### config.mk
export PLATFORM = sky130hd
export DESIGN_NAME = sync_fifo_param_flat
export DESIGN_NICKNAME = d
export VERILOG_FILES = /design/src/rtl/sync_fifo_param_if.sv /design/src/rtl/sync_fifo_param.sv /design/src/flat_wrapper.sv
export SDC_FILE = /design/constraint.sdc
export NUM_CORES = 1
export LEC_CHECK = 0
export ABC_AREA = 1
export ABC_CLOCK_PERIOD_IN_PS = 5450
export CORE_AREA = 3 3 160 123
export DETAILED_ROUTE_END_ITERATION = 16
export DIE_AREA = 0 0 163 126
export PLACE_DENSITY_LB_ADDON = 0.15
export RECOVER_POWER = 25
export REMOVE_ABC_BUFFERS = 1
export SYNTH_ARGS = -nofsm -noshare
export SYNTH_HDL_FRONTEND = slang
export SYNTH_SLANG_ARGS = --single-unit
### constraint.sdc
create_clock -name clk -period 5.45 [get_ports clk]
set_clock_uncertainty 0.1 [all_clocks]
set_input_delay 1.635 -clock clk [delete_from_list [all_inputs] [get_ports clk]]
set_output_delay 1.635 -clock clk [all_outputs]
set_load 0.01 [all_outputs]
### src/rtl/sync_fifo_param_if.sv
// Producer/consumer handshake bundle for sync_fifo_param.
// The master side drives write/read requests; the slave side is the FIFO.
interface sync_fifo_param_if #(
   parameter int unsigned DATA_W = 8,
   parameter int unsigned DEPTH  = 16
);
   localparam int unsigned CW = $clog2(DEPTH) + 1;

   logic              wr_en;
   logic [DATA_W-1:0] din;
   logic              rd_en;
   logic              flush;
   logic              clr_err;
   logic [DATA_W-1:0] dout;
   logic              dout_valid;
   logic              full;
   logic              empty;
   logic              almost_full;
   logic              almost_empty;
   logic [CW-1:0]     count;
   logic              overflow;
   logic              underflow;

   modport master (
      output wr_en, din, rd_en, flush, clr_err,
      input  dout, dout_valid, full, empty, almost_full, almost_empty,
             count, overflow, underflow
   );

   modport slave (
      input  wr_en, din, rd_en, flush, clr_err,
      output dout, dout_valid, full, empty, almost_full, almost_empty,
             count, overflow, underflow
   );
endinterface

### src/rtl/sync_fifo_param.sv
// Parametrised single-clock FIFO with programmable thresholds, sticky error
// flags, synchronous flush and selectable first-word-fall-through read mode.
module sync_fifo_param #(
   parameter int unsigned DATA_W    = 8,
   parameter int unsigned DEPTH     = 16,
   parameter int unsigned AF_THRESH = DEPTH - 2,
   parameter int unsigned AE_THRESH = 2,
   parameter bit          FWFT      = 1'b0
) (
   input  logic             clk,
   input  logic             rst,
   sync_fifo_param_if.slave bus
);
   localparam int unsigned AW = $clog2(DEPTH);
   localparam int unsigned CW = AW + 1;

   logic [DATA_W-1:0] mem [DEPTH];
   logic [AW-1:0]     rd_ptr;
   logic [AW-1:0]     wr_ptr;
   logic [CW-1:0]     cnt;
   logic              empty_c;
   logic              full_c;
   logic              rd_ok;
   logic              wr_ok;
   logic              ovf_evt;
   logic              unf_evt;
   logic              ovf_q;
   logic              unf_q;

   assign empty_c = (cnt == '0);
   assign full_c  = (cnt == CW'(DEPTH));

   // Accept decisions; a flush cycle swallows both requests without errors.
   always_comb begin
      rd_ok   = 1'b0;
      wr_ok   = 1'b0;
      ovf_evt = 1'b0;
      unf_evt = 1'b0;
      if (!bus.flush) begin
         rd_ok   = bus.rd_en && !empty_c;
         wr_ok   = bus.wr_en && (!full_c || bus.rd_en);
         ovf_evt = bus.wr_en && !wr_ok;
         unf_evt = bus.rd_en && !rd_ok;
      end
   end

   // Storage array, intentionally not reset.
   always_ff @(posedge clk) begin
      if (wr_ok) begin
         mem[wr_ptr] <= bus.din;
      end
   end

   // Pointers and occupancy.
   always_ff @(posedge clk or negedge rst) begin
      if (!rst) begin
         rd_ptr <= '0;
         wr_ptr <= '0;
         cnt    <= '0;
      end else if (bus.flush) begin
         rd_ptr <= '0;
         wr_ptr <= '0;
         cnt    <= '0;
      end else begin
         if (wr_ok) begin
            wr_ptr <= wr_ptr + AW'(1);
         end
         if (rd_ok) begin
            rd_ptr <= rd_ptr + AW'(1);
         end
         case ({wr_ok, rd_ok})
            2'b10:   cnt <= cnt + CW'(1);
            2'b01:   cnt <= cnt - CW'(1);
            default: cnt <= cnt;
         endcase
      end
   end

   // Sticky error flags; a new event outranks a simultaneous clear.
   always_ff @(posedge clk or negedge rst) begin
      if (!rst) begin
         ovf_q <= 1'b0;
         unf_q <= 1'b0;
      end else begin
         if (ovf_evt) begin
            ovf_q <= 1'b1;
         end else if (bus.clr_err) begin
            ovf_q <= 1'b0;
         end
         if (unf_evt) begin
            unf_q <= 1'b1;
         end else if (bus.clr_err) begin
            unf_q <= 1'b0;
         end
      end
   end

   generate
      if (FWFT) begin : g_fwft
         // Head word shown directly; gated to zero so an empty FIFO never exposes stale memory.
         assign bus.dout       = empty_c ? '0 : mem[rd_ptr];
         assign bus.dout_valid = !empty_c;
      end else begin : g_std
         logic [DATA_W-1:0] dout_q;
         logic              dout_valid_q;

         always_ff @(posedge clk or negedge rst) begin
            if (!rst) begin
               dout_q       <= '0;
               dout_valid_q <= 1'b0;
            end else begin
               dout_valid_q <= rd_ok;
               if (rd_ok) begin
                  dout_q <= mem[rd_ptr];
               end
            end
         end

         assign bus.dout       = dout_q;
         assign bus.dout_valid = dout_valid_q;
      end
   endgenerate

   assign bus.count        = cnt;
   assign bus.empty        = empty_c;
   assign bus.full         = full_c;
   assign bus.almost_full  = (cnt >= CW'(AF_THRESH));
   assign bus.almost_empty = (cnt <= CW'(AE_THRESH));
   assign bus.overflow     = ovf_q;
   assign bus.underflow    = unf_q;

endmodule
### src/flat_wrapper.sv
// flat-port wrapper written by rule: the top's interface ports become plain ports
module sync_fifo_param_flat 
#(
   parameter int unsigned DATA_W    = 8,
   parameter int unsigned DEPTH     = 16,
   parameter int unsigned AF_THRESH = DEPTH - 2,
   parameter int unsigned AE_THRESH = 2,
   parameter bit          FWFT      = 1'b0
)
  (clk, rst, bus_wr_en, bus_din, bus_rd_en, bus_flush, bus_clr_err, bus_dout, bus_dout_valid, bus_full, bus_empty, bus_almost_full, bus_almost_empty, bus_count, bus_overflow, bus_underflow);
  sync_fifo_param_if #(.DATA_W(DATA_W), .DEPTH(DEPTH)) bus_i ();
  input  logic clk;
  input  logic rst;
  input wire logic [$bits(bus_i.wr_en)-1:0] bus_wr_en;
  input wire logic [$bits(bus_i.din)-1:0] bus_din;
  input wire logic [$bits(bus_i.rd_en)-1:0] bus_rd_en;
  input wire logic [$bits(bus_i.flush)-1:0] bus_flush;
  input wire logic [$bits(bus_i.clr_err)-1:0] bus_clr_err;
  output wire logic [$bits(bus_i.dout)-1:0] bus_dout;
  output wire logic [$bits(bus_i.dout_valid)-1:0] bus_dout_valid;
  output wire logic [$bits(bus_i.full)-1:0] bus_full;
  output wire logic [$bits(bus_i.empty)-1:0] bus_empty;
  output wire logic [$bits(bus_i.almost_full)-1:0] bus_almost_full;
  output wire logic [$bits(bus_i.almost_empty)-1:0] bus_almost_empty;
  output wire logic [$bits(bus_i.count)-1:0] bus_count;
  output wire logic [$bits(bus_i.overflow)-1:0] bus_overflow;
  output wire logic [$bits(bus_i.underflow)-1:0] bus_underflow;
  assign bus_i.wr_en = bus_wr_en;
  assign bus_i.din = bus_din;
  assign bus_i.rd_en = bus_rd_en;
  assign bus_i.flush = bus_flush;
  assign bus_i.clr_err = bus_clr_err;
  assign bus_dout = bus_i.dout;
  assign bus_dout_valid = bus_i.dout_valid;
  assign bus_full = bus_i.full;
  assign bus_empty = bus_i.empty;
  assign bus_almost_full = bus_i.almost_full;
  assign bus_almost_empty = bus_i.almost_empty;
  assign bus_count = bus_i.count;
  assign bus_overflow = bus_i.overflow;
  assign bus_underflow = bus_i.underflow;
  sync_fifo_param #(.DATA_W(DATA_W), .DEPTH(DEPTH), .AF_THRESH(AF_THRESH), .AE_THRESH(AE_THRESH), .FWFT(FWFT)) u_core (.clk(clk), .rst(rst), .bus(bus_i));
endmodule
Word level (Yosys, flattened, before mapping)

Memories as Yosys holds them, arrays and structs flattened. A register that Yosys moved wholly into a read port is not among the register bits.
Cells that the tools add are included.

Flip-flop bits (word level): 16
Bits in writable memories: 128
Word-level logic and storage cells: 47
Memories kept: 1

Add/sub/neg operators: 4
$lt $le $gt $ge: 2
Eq/ne operators: 3
Mux-type cells: 15
Reductions and logical operators: 16

Memory list:

| memory     | words | width | rd ports | clocked after memory_dff | write ports | line                  | RTL |
|---|---|---|---|---|---|---|---|
| u_core.mem | 16    | 8     | 1        | 1                        | 1           | sync_fifo_param.sv:17 | `logic [DATA_W-1:0] mem [DEPTH];` |

Operators with widths:

| cell                | number |
|---|---|
| $mux 4              | 4 |
| $pmux 5 s2          | 1 |
| $mux 1              | 9 |
| $add 4x1->4 const B | 2 |
| $reduce_bool 2->1   | 4 |
| $add 5x1->5 const B | 1 |
| $eq 5x5->1 const B  | 1 |
| $ge 5x4->1 const B  | 1 |
| $le 5x2->1 const B  | 1 |
| $logic_not 1->1     | 5 |
| $logic_not 5->1     | 1 |
| $mux 5              | 1 |
| $sub 5x1->5 const B | 1 |
| $logic_and 1x1->1   | 4 |
| $reduce_bool 3->1   | 1 |
| $eq 2x1->1 const B  | 1 |
| $eq 2x2->1 const B  | 1 |
| $logic_or 1x1->1    | 1 |

Logic depth before layout (Yosys ltp)

Depth in word-level cells: 8
Gate-level depth with buffers: 15
Depth with buffers taken out: 15

Least setup slack after synthesis

OpenSTA, ideal clock, no wires.

Path kind: input to register
Start: in bus_wr_en
End: mem u_core.mem[0][0], enable pin
Data arrival time: 2502 ps
Data required time: 4980 ps
Setup slack: 2478 ps
Cell stages on the path: 6
Path buffers: 0
Cell sequence: inv_1 -> nor2_1 -> nand2_2 -> inv_1 -> nand2_1 -> nor2_1

Cells in the longest elaborated chain, start to end: 4

RTL lines:

| item                         | line                  | RTL |
|---|---|---|
| start: declaration           | flat_wrapper.sv:14    | `input wire logic [$bits(bus_i.wr_en)-1:0] bus_wr_en;` |
| $logic_and 1x1->1            | sync_fifo_param.sv:41 | `wr_ok = bus.wr_en && (!full_c \|\| bus.rd_en);` |
| $mux 1                       | sync_fifo_param.sv:39 | `if (!bus.flush) begin` |
| $mux 1                       | sync_fifo_param.sv:49 | `if (wr_ok) begin` |
| $mux 1 (not written as such) | sync_fifo_param.sv:50 | `mem[wr_ptr] <= bus.din;` |
| end: declaration             | sync_fifo_param.sv:17 |  |

No other way between the ends.

Final worst setup path

Start: in bus_rd_en
End: reg u_core.cnt[4], in the netlist u_core.bus.count[4]

Cells in the longest elaborated chain, start to end: 6

RTL lines:

| item                                     | line                  | RTL |
|---|---|---|
| start: declaration                       | flat_wrapper.sv:16    | `input wire logic [$bits(bus_i.rd_en)-1:0] bus_rd_en;` |
| $logic_or 1x1->1                         | sync_fifo_param.sv:41 |  |
| $logic_and 1x1->1                        | sync_fifo_param.sv:41 |  |
| $mux 1                                   | sync_fifo_param.sv:39 |  |
| $eq 2x1->1 or $eq 2x2->1 (tied branches) | sync_fifo_param.sv:71 | `case ({wr_ok, rd_ok})` |
| $pmux 5 s2                               | sync_fifo_param.sv:71 |  |
| $mux 5                                   | sync_fifo_param.sv:60 | `end else if (bus.flush) begin` |
| end signal: assignment                   | sync_fifo_param.sv:72 | `2'b10: cnt <= cnt + CW'(1);` |
| end signal: assignment                   | sync_fifo_param.sv:73 | `2'b01: cnt <= cnt - CW'(1);` |
| end signal: assignment                   | sync_fifo_param.sv:74 | `default: cnt <= cnt;` |
| end: declaration                         | sync_fifo_param.sv:20 | `logic [CW-1:0] cnt;` |

Parallel ways exist; a longest one is shown, timed or not.
A chain may end at the register's enable or synchronous reset.

==> flow_metrics.tcl <==
set metrics [dict create \
    synthDistinctLibCells 36 \
    postRouteAntennaNets 0 \
    max_freq_ghz 0.253 \
    die_x_um 163 \
    dieHeight_um 126 \
    synth-adder-area-share 0.0138 \
    nNetsFinal 562 \
    worstPathRequired_ns 5.66 \
    post-place-ws_ns 1.36 \
    portBuffers 33 \
    cts_max_level 4 \
    synth_seq_area_share 0.700 \
    fin_crit_sh 0.726 \
    cts_tree "built" \
    use_met1 0.261 \
    p_leak_nw 2.55 \
    grt_pass1_vias 4272 \
    antenna_found_initial 0 \
    vias_per_cell 5.35 \
    grt_pass1_wl_mm 26.3 \
    worstPathMaxFanout 22 \
    ir_drop_uv 198 \
    area_delta_synth_final_pct 17.4 \
    drc_errors 0 \
    dieArea_mm2 0.0205 \
    worst_slew_pin_slew_ns 1.35 \
    crit_type "input port to flop" \
    syn_area_mm2 0.00635 \
    start_util 0.347 \
    diodes 0 \
    vias 4282 \
    fp-row-count 43 \
    timing.slew.headroom 0.0998 \
    clockRootBuffer "clkbuf_16" \
    layout_commonest_cell "edfxtp_1" \
    whs_ns 0.429 \
    drive_gt1_frac 0.0939 \
    drtPass1Iterations 5 \
    avgSynthCellArea_um2 12.4 \
    synth_top_area_frac 0.605 \
    finalCriticalPeriod_ns 3.96 \
    startpoint_type "input port" \
    ys_warn_count 0 \
    ys_ff_latch 152 \
    drv_cap 0 \
    syn_inst 513 \
    setup_slack_ns 1.49 \
    drt-initial-drc-count 454 \
    gp_congestion 0.869 \
    finalSetupViolCount 0 \
    dp_hpwl_mm 11.0 \
    yosys-top-cells-area "edfxtp_1 (61%), dfrtp_1 (9.5%), nor2_1 (5.6%)" \
    clk_pin_slew_ns 0.06 \
    cts-buffers-inserted 17 \
    cts_buffer_depth 2 \
    hold_viol 0 \
    synth_compound_area_frac 0.126 \
    rsz0062_at_grt "false" \
    wirelength_mm 17.2 \
    cp-end-kind "flop" \
    grt_max_degree 67 \
    run_status "complete, no violations" \
    cts_setup_buffers 0 \
    routedWlPerCell_um 21.5 \
    holdCritPathClass "flop to flop" \
    powerDensity_mw_per_mm2 463 \
    finalSetupTns_ns 0 \
    cts.sinks 152 \
    track_usage 0.177 \
    synthSimpleGateAreaFrac 0.116 \
    clk_latency_ns 0.43 \
    drv_slew 0 \
    synth_top_family_by_area "compound AO/OA/AOI/OAI gates" \
    synth_top_area_cell "edfxtp_1" \
    most-common-layout-cells "edfxtp_1 (128), nor2_1 (94), o21ai_0 (66)" \
    coreArea_mm2 0.0183 \
    io_pins 34 \
    synthMuxAreaShare 0 \
    grt_remaining_overflow 0 \
    post_cts_resized 0 \
    crit_arrival_ns 4.17 \
    grt_use_met3 0.0454 \
    use_met2 0.259 \
    ctsHoldBuffers 0 \
    synth-xor-area-share 0.00276 \
    top_usage_layer "met1" \
]
[cells by family (layout without fill, tap and decap cells)]
kind of cell,Yosys count,after routing
flops,152,152
compound gates,131,131
buf+inv,55,96
xor+xnor,2,2
simple gates,166,166
fa+ha+maj,7,7
[stage by stage]
step                power, mW  cell area (um^2)  instances  utilization
finish                   3.46              7460        801        0.408
detailed placement       2.25              6860        769        0.375
CTS                      3.47              7470        801        0.408
global placement         2.26              6860        769        0.375
global route             3.63              7460        801        0.408
floorplan                1.87              6200        486            -
[critical path: stages]
cell and delay [ns]:
dlygate4sd3_1 0.61, inv_1 0.13, nor2_2 0.06, nand2_4 0.09, clkinvlp_2 0.58, nand3_2 0.35, nand2_1 0.08, inv_1 0.07
ha_1 0.14, inv_1 0.05, nand2_2 0.07, nand3_2 0.08, nand2_1 0.06, nand2_1 0.04, nand3_1 0.05, nand2_1 0.05
[registers in the layout (all words and copies together), names as in the netlist]
| register | flops |
|---|---|
| u_core.bus.count | 5 |
| u_core.bus.dout_valid | 1 |
| u_core.rd_ptr | 4 |
| u_core.bus.overflow | 1 |
| u_core.mem | 128 |
| u_core.bus.dout | 8 |
| u_core.wr_ptr | 4 |
| u_core.bus.underflow | 1 |
[synth_stat cells]
cell / n
nand2_1: 37
buf_2: 4
inv_1: 21
inv_4: 1
edfxtp_1: 128
nand4_2: 1
o21ai_1: 9
inv_2: 5
a21oi_1: 3
nor2_4: 1
nand2_2: 5
a21oi_4: 1
o32ai_1: 1
nand3_1: 16
o221ai_1: 20
xor2_1: 2
ha_1: 7
nor3_1: 2
nand3_2: 2
nand3_4: 1
o22ai_1: 10
nor4_1: 1
nand4_4: 1
nor2_2: 3
o211ai_1: 12
a211oi_1: 1
a31oi_1: 8
clkbuf_1: 15
nand4_1: 1
dfrtp_1: 24
buf_4: 3
o21ai_0: 66
clkinv_1: 1
nor2_1: 94
nand2_4: 1
buf_6: 5
[cell type report]
class	instances	area [um^2]
clock buffers	18	429
repair buffers	36	349
well taps	247	309
clock inverters	14	179
flip-flops and latches	152	4450
inverters	28	106
fillers	1735	10800
multi-input cells	306	1640
[worst paths after layout]
| kind | start | end | slack, ns | depth (start not counted) |
|---|---|---|---|---|
| worst min-delay path | u_core.bus.underflow$_DFFE_PN0P_ | u_core.bus.underflow$_DFFE_PN0P_ | 0.43 | 2 |
| min in group asynchronous | rst | u_core.bus.underflow$_DFFE_PN0P_ | 1.94 | 2 |
| worst min register to register | u_core.bus.underflow$_DFFE_PN0P_ | u_core.bus.underflow$_DFFE_PN0P_ | 0.43 | 2 |
| worst max register to register | u_core.bus.count[1]$_DFFE_PN0P_ | u_core.bus.count[4]$_DFFE_PN0P_ | 2.65 | 15 |
| max in group asynchronous | rst | u_core.rd_ptr[0]$_DFFE_PN0P_ | 2.42 | 2 |
| worst max-delay path | bus_rd_en | u_core.bus.count[4]$_DFFE_PN0P_ | 1.49 | 16 |
[layer usage]
metal	wire length, um	up-vias
met3	938	25
met4	282	0
met2	7740	151
met1	8240	2174
li1	-	1932
met5	0	-
[power breakdown]
group	internal, mW	switching [mW]	total, mW
Clock	0.760	0.463	1.22
Combinational	0.297	0.534	0.832
Sequential	1.33	0.0741	1.40
Power figures use the tool's default switching activity.
==> RTL edit (same flow settings) <==
`DEPTH` is set to 16 in 3 places; all go to 32.
--- a/src/rtl/sync_fifo_param_if.sv
+++ b/src/rtl/sync_fifo_param_if.sv
@@ -4,3 +4,3 @@
    parameter int unsigned DATA_W = 8,
-   parameter int unsigned DEPTH  = 16
+   parameter int unsigned DEPTH  = 32
 );
--- a/src/rtl/sync_fifo_param.sv
+++ b/src/rtl/sync_fifo_param.sv
@@ -4,3 +4,3 @@
    parameter int unsigned DATA_W    = 8,
-   parameter int unsigned DEPTH     = 16,
+   parameter int unsigned DEPTH     = 32,
    parameter int unsigned AF_THRESH = DEPTH - 2,
--- a/src/flat_wrapper.sv
+++ b/src/flat_wrapper.sv
@@ -4,3 +4,3 @@
    parameter int unsigned DATA_W    = 8,
-   parameter int unsigned DEPTH     = 16,
+   parameter int unsigned DEPTH     = 32,
    parameter int unsigned AF_THRESH = DEPTH - 2,
Ports: changed (resized bus_count); port bits go from 34 to 35. The function was not compared with the original's and may differ.
==> RTL edit against the unedited design <==
The flow now finishes with violations (capacitance limit, slew limit); final area grew 72%; via count rose by 85%; clock power increased by 52%; critical path depth shrank 9; fmax increased by 2.1%; routed wire length is 73% higher; sequential cell count up 131; setup slack improved by 82 ps; total power up 67%; area after synthesis is 82% higher; non-clock buffer count up 1; die area is the same; largest cell class unchanged; largest power group unchanged.
==> RTL edit: results (changes against the unedited design) <==
Yosys cell types 38 (was 36); power per cell area 450 nW/um^2 (was 463 nW/um^2); largest net degree at the start of global routing 131 (was 67); Pleak 0.00428 uW (was 0.00255 uW); DP Wirelength 18.2 mm (was 11.0 mm); maxcap violations 6 (was 0); Max rail drop VDD 0.000349 V (was 0.000198 V); clk sinks 283 (was 152); number of fill cells 1262 (was 1735); violated checks capacitance limit, slew limit; Switching Fraction 31.2% (was 31.0%); complex-gate fraction of the synthesized area 11.6% (was 12.6%); Layout Cells excl Fill 1208 (was 801); vias per cell 6.54 (was 5.35); comb pwr 1390 uW (was 832 uW); number of flip-flops in the largest register 256 (was 128); Seq/total area 65.1% (was 59.6%); # clk buffers 36 (was 18); worst slew pin tran 2100 ps (was 1350 ps); M1 WL 12.4 mm (was 8.24 mm); Met3 Wirelength 3.06 mm (was 938 um); routing usage on met2 43.7% (was 25.9%); outcome finished with violations (was complete, no violations); reg-to-reg critical path startpoint u_core.rd_ptr[1] (was u_core.bus.count[1]); Area contributors post-synth edfxtp_1 66%, dfrtp_1 5.8%, o21ai_0 5.7% (was edfxtp_1 61%, dfrtp_1 9.5%, nor2_1 5.6%); worst slack, placed 1100 ps (was 1360 ps); first-pass GRT wire length 45.3 mm (was 26.3 mm); Worst-Skew Late Latency 530 ps (was 430 ps); Arrival @ worst endpoint 3930 ps (was 4170 ps); multi-input gate share of the layout cell area 22.3% (was 22.0%); Max Slew Vio Count 193 (was 0)
-- RTL edit: cell count changes after synthesis, moves of 5 or more --
cell / change
nand3_1: +13
clkbuf_1: +11
o22ai_1: +31
buf_6: -5
nor2_1: +75
nand2_1: +48
nand4_1: +16
buf_2: +16
a31oi_1: -7
o21ai_0: +67
edfxtp_1: +128
-- RTL edit: path summary, 6_finish.rpt --
check / cells after the start / slack, ps / end
max in group asynchronous: 2 / 2110 / u_core.rd_ptr[0]
setup / recovery: 7 / 1570 / u_core.mem[13][4]
hold reg to reg: 2 / 380 / u_core.bus.dout[0]
min in group asynchronous: 2 / 1970 / u_core.bus.count[0]
setup reg to reg: 7 / 2180 / u_core.bus.dout[1]
hold / removal: 2 / 380 / u_core.bus.dout[0]
-- RTL edit: metrics by stage --
stage / util, % / cell area, sq um
after floorplan: - / 11300
after global placement: 65.5 / 12000
after detailed placement: 65.5 / 12000
after CTS: 70.3 / 12900
after global routing: 70.3 / 12900
final: 70.3 / 12900
